==> config.mk <==
export PLATFORM = sky130hd
export DESIGN_NAME = regfile_unique0
export DESIGN_NICKNAME = d
export VERILOG_FILES = /design/src/rtl/regfile_unique0.sv
export SDC_FILE = /design/constraint.sdc
export NUM_CORES = 2
export LEC_CHECK = 0
export BUFFER_PORTS_ARGS = -buffer_cell sky130_fd_sc_hd__buf_2
export CORE_MARGIN = 2
export CORE_UTILIZATION = 34
export DETAILED_ROUTE_END_ITERATION = 8
export PLACE_DENSITY = 0.52
export SLEW_MARGIN = 10
export SYNTH_ARGS = -nofsm -noshare
export SYNTH_HDL_FRONTEND = slang
export SYNTH_SLANG_ARGS = --single-unit
==> constraint.sdc <==
create_clock -name clk -period 2 [get_ports clk]
set_input_delay 0.2 -clock clk [delete_from_list [all_inputs] [get_ports clk]]
set_output_delay 0.2 -clock clk [all_outputs]
set_load 0.005 [all_outputs]
==> src/rtl/regfile_unique0.sv <==
// Two-read / one-write integer register file with a hard-wired zero register.
// Reads are combinational and write-first: a same-cycle write to the addressed
// register is forwarded to the read data. Reset clears every register and
// suppresses that forwarding for the cycle in which it is asserted.
module regfile_unique0 #(
  parameter int XLEN = 32,
  parameter int NREG = 32
) (
  input  logic            clk,
  input  logic            reset,
  input  logic [4:0]      rs1,
  output logic [XLEN-1:0] rdata1,
  input  logic [4:0]      rs2,
  output logic [XLEN-1:0] rdata2,
  input  logic [4:0]      wreg,
  input  logic [XLEN-1:0] wdata,
  input  logic            wen
);

  localparam int AW = 5;
  localparam int NPORTS = 2;

  // Entry 0 is never written, so it stays at the value reset gave it.
  // Reads still force x0 to zero, so its contents before the first reset do not matter.
  logic [XLEN-1:0] r_regs [NREG];

  // A write that really lands this edge: enabled, not to x0, and not overridden by reset.
  logic w_wr_active;
  assign w_wr_active = wen && (wreg != '0) && !reset;

  // Register update: reset clears everything and wins over a simultaneous write.
  always_ff @(posedge clk) begin
    if (reset) begin
      for (int i = 0; i < NREG; i++) begin
        r_regs[i] <= '0;
      end
    end else if (wen && (wreg != '0)) begin
      r_regs[wreg] <= wdata;
    end
  end

  // Read-port addresses gathered so both ports share one generated read path.
  logic [AW-1:0] w_rs [NPORTS];
  assign w_rs[0] = rs1;
  assign w_rs[1] = rs2;

  genvar gi;
  generate
    for (gi = 0; gi < NPORTS; gi++) begin : g_rd
      logic [XLEN-1:0] w_rd;

      // Combinational read: x0 is zero, a matching live write is forwarded, else the stored value.
      always_comb begin
        w_rd = r_regs[w_rs[gi]];
        if (w_rs[gi] == '0) begin
          w_rd = '0;
        end else if (w_wr_active && (wreg == w_rs[gi])) begin
          w_rd = wdata;
        end
      end
    end
  endgenerate

  assign rdata1 = g_rd[0].w_rd;
  assign rdata2 = g_rd[1].w_rd;

endmodule

==> results.yml <==
setup_path:
  cp-endpoint: "rdata2[21]"
  worst_setup_path_start_kind: "flop"
  cp_max_fo: 2
  startpoint: "r_regs[21][21]"
  cp.arrival_ns: 2.52
  path_class: "flop to output pin"
  crit_path_end_kind: "output pin"
  crit_required_ns: 1.80
sta:
  clock.fmax_mhz: 367.3
  hold_violations: 0
  fin_crit_ns: 2.722
  final.setup.tns_ns: -34.60
  period_share_pct: 136.1
  slew_violations: 0
  setup_violations: 64
  fin_ws_ns: -0.7224
  rsz0062_at_grt: "yes"
  max_slew.worst_pin.slew_ns: 0.7158
  relSlewSlack_pct: 52.28
drt:
  routed_wl_um: 234700
  dr.first_iter.drc_count: 5019
  viasPerCell: 5.889
  vias: 40580
  m1WireLength_um: 96200
  first_pass_iters: 8
  drtAntennaViolNets: 0
  met2_wirelength_um: 106800
  post-route-drc-count: 0
  wl_met3_um: 20260
  routedWlPerCell_um: 34.06
  top_layer: "met5"
grt:
  grt_usage_pct: 27.52
  grt_pass1_wl_um: 325300
  grt_pass1_vias: 40470
  grt_max_degree: 43
  antenna_found_initial: 19
  grt_overflow: 0
floorplanning:
  rows: 148
  fp.dieW_um: 409.1
  die_area_mm2: 0.1674
  die_y_um: 409.1
  num_io_pins: 114
  core_area_mm2: 0.1630
  initial_utilization_pct: 34.25
finish:
  regArea_mm2: 0.03075
  multiInputGateArea_mm2: 0.02509
  reg.largest.list: "r_regs: 1024 flops"
  area_delta_synth_final_pct: 26.25
  nets: 4659
  fin_area_mm2: 0.07046
  regMostFlops: "r_regs"
  drive_gt1_share_pct: 29.85
  layout.cells.non_filler: 6890
  largest_register_ffs: 1024
  fillers: 14920
outcome:
  violations: "setup timing"
  status: "finished, violations left"
min_path:
  hold_class: "primary input to flop"
  hold_path_depth: 3
yosys:
  ys_warn_count: 0
  synth_seq_cells: 1024
  ys_seq_area_share_pct: 55.10
  synth_common_cells: "edfxtp_1, and2_1, mux2i_1"
  synthCells: 4158
  synthTopCellsByArea: "edfxtp_1, and2_1, mux2i_1"
  netlist_area_mm2: 0.05581
  ys_types: 47
  async_flop_share_pct: 0
  synth.top_cell.area_share_pct: 55.10
  synth.most_common_cell: "edfxtp_1"
  ys.flop_type: "edfxtp_1"
  synth_edf_count: 1024
  avgSynthCellArea_um2: 13.42
  synth_top_area_cell: "edfxtp_1"
clock_network:
  cts-root-buf: "clkbuf_16"
  htree_num_levels: 3
  cts.sinks: 1024
  cts_tree: "done"
  clock_path_buffers: 3
  numCtsBuffers: 115
  path_clk_slew_ns: 0.06
place:
  gp_congestion: 0.8957
  dp_cells: 6661
  placed_area_mm2: 0.06479
  pre_cts_ws_ns: -0.6681
  portBuffers: 113
  post-dp-hpwl_um: 158300
power_and_ir_drop:
  p_leak_nw: 26.11
  ir_worst_vdd_mv: 0.7556
  power_density_mw_per_mm2: 786.1
  total_power_mw: 55.39
run:
  drv_cap: 0
[where the power goes]
part           switching (mW)  internal (mW)
clock                    9.12           12.2
combinational            4.84           3.70
sequential              0.681           24.8
total                    14.6           40.7
[final cells by class]
| type | instances | area share, % |
|---|---|---|
| Sequential cell | 1024 | 43.64 |
| Clock buffer | 142 | 4.258 |
| Clock inverter | 69 | 0.9731 |
| Tap cell | 2175 | 3.862 |
| Multi-Input combinational cell | 2714 | 35.61 |
| Timing Repair Buffer | 753 | 11.61 |
| Inverter | 1 | 0.005327 |
| Antenna cell | 12 | 0.04262 |
[how the worst min path moves through the flow]
stage	start	end	slack, ns
after floorplan	wdata[31]	r_regs[1][31]	0.40
after detailed placement	wdata[28]	r_regs[18][28]	0.58
after global placement	wdata[28]	r_regs[16][28]	0.58
after CTS	wdata[31]	r_regs[11][31]	0.03
final	wdata[31]	r_regs[11][31]	0.09
after global routing	wdata[31]	r_regs[11][31]	0.09
[metrics by stage]
step | hold WS [ns] | utilization (%)
2_1_floorplan | 0.3982 | -
3_3_place_gp | 0.5826 | 39.76
3_5_place_dp | 0.5839 | 39.76
4_1_cts | 0.02835 | 42.93
5_1_grt | 0.08743 | 43.22
6_report | 0.08714 | 43.24
[metal layers]
layer / global-route usage [%] / up-vias
li1: - / 16730
met2: 43.35 / 2205
met4: 12.20 / 4
met5: 0 / -
met1: 37.27 / 21180
met3: 4.599 / 463
[cells in the final DEF, fill, tap and decap left out, drive strengths merged, types with 32 or more instances in the layout]
cell type | Yosys | final
edfxtp | 1024 | 1024
buf | 162 | 743
nor2 | 101 | 101
conb | 1 | 32
and3 | 52 | 52
a22oi | 270 | 270
and2 | 994 | 994
mux2i | 609 | 609
a31oi | 78 | 78
o211ai | 33 | 33
or2 | 32 | 32
clkinv | 0 | 48
mux4 | 211 | 211
or3 | 33 | 33
o22ai | 62 | 62
o31ai | 32 | 32
clkbuf | 288 | 142
[critical path, stage by stage, from the launching register on]
cell	delay, ns
edfxtp_1	0.42
mux4_2	0.51
o22ai_4	0.22
nor4_2	0.11
o311a_4	0.39
buf_6	0.12
[cells by family (layout without fill, tap and decap cells)]
family          count (synthesis)  in the layout  synth area share (%)
simple gates                 1300           1300                 14.14
other cells                     1             44              0.006720
mux                           825            825                 19.54
flops                        1024           1024                 55.10
compound gates                547            547                 7.260
xor+xnor                       10             10                0.1569
buf+inv                       451            965                 3.800
[timing repair]
item | in CTS | in global routing
endpoints found under the setup margin | 64 | 64
cloned | 0 | 0
setup buffers | 31 | 24
pin swaps | 194 | 98
hold endpoints to repair | 80 | 0
gates resized for setup | 257 | 64
hold buffers | 10 | 0
(Power assumes the default switching activity.)
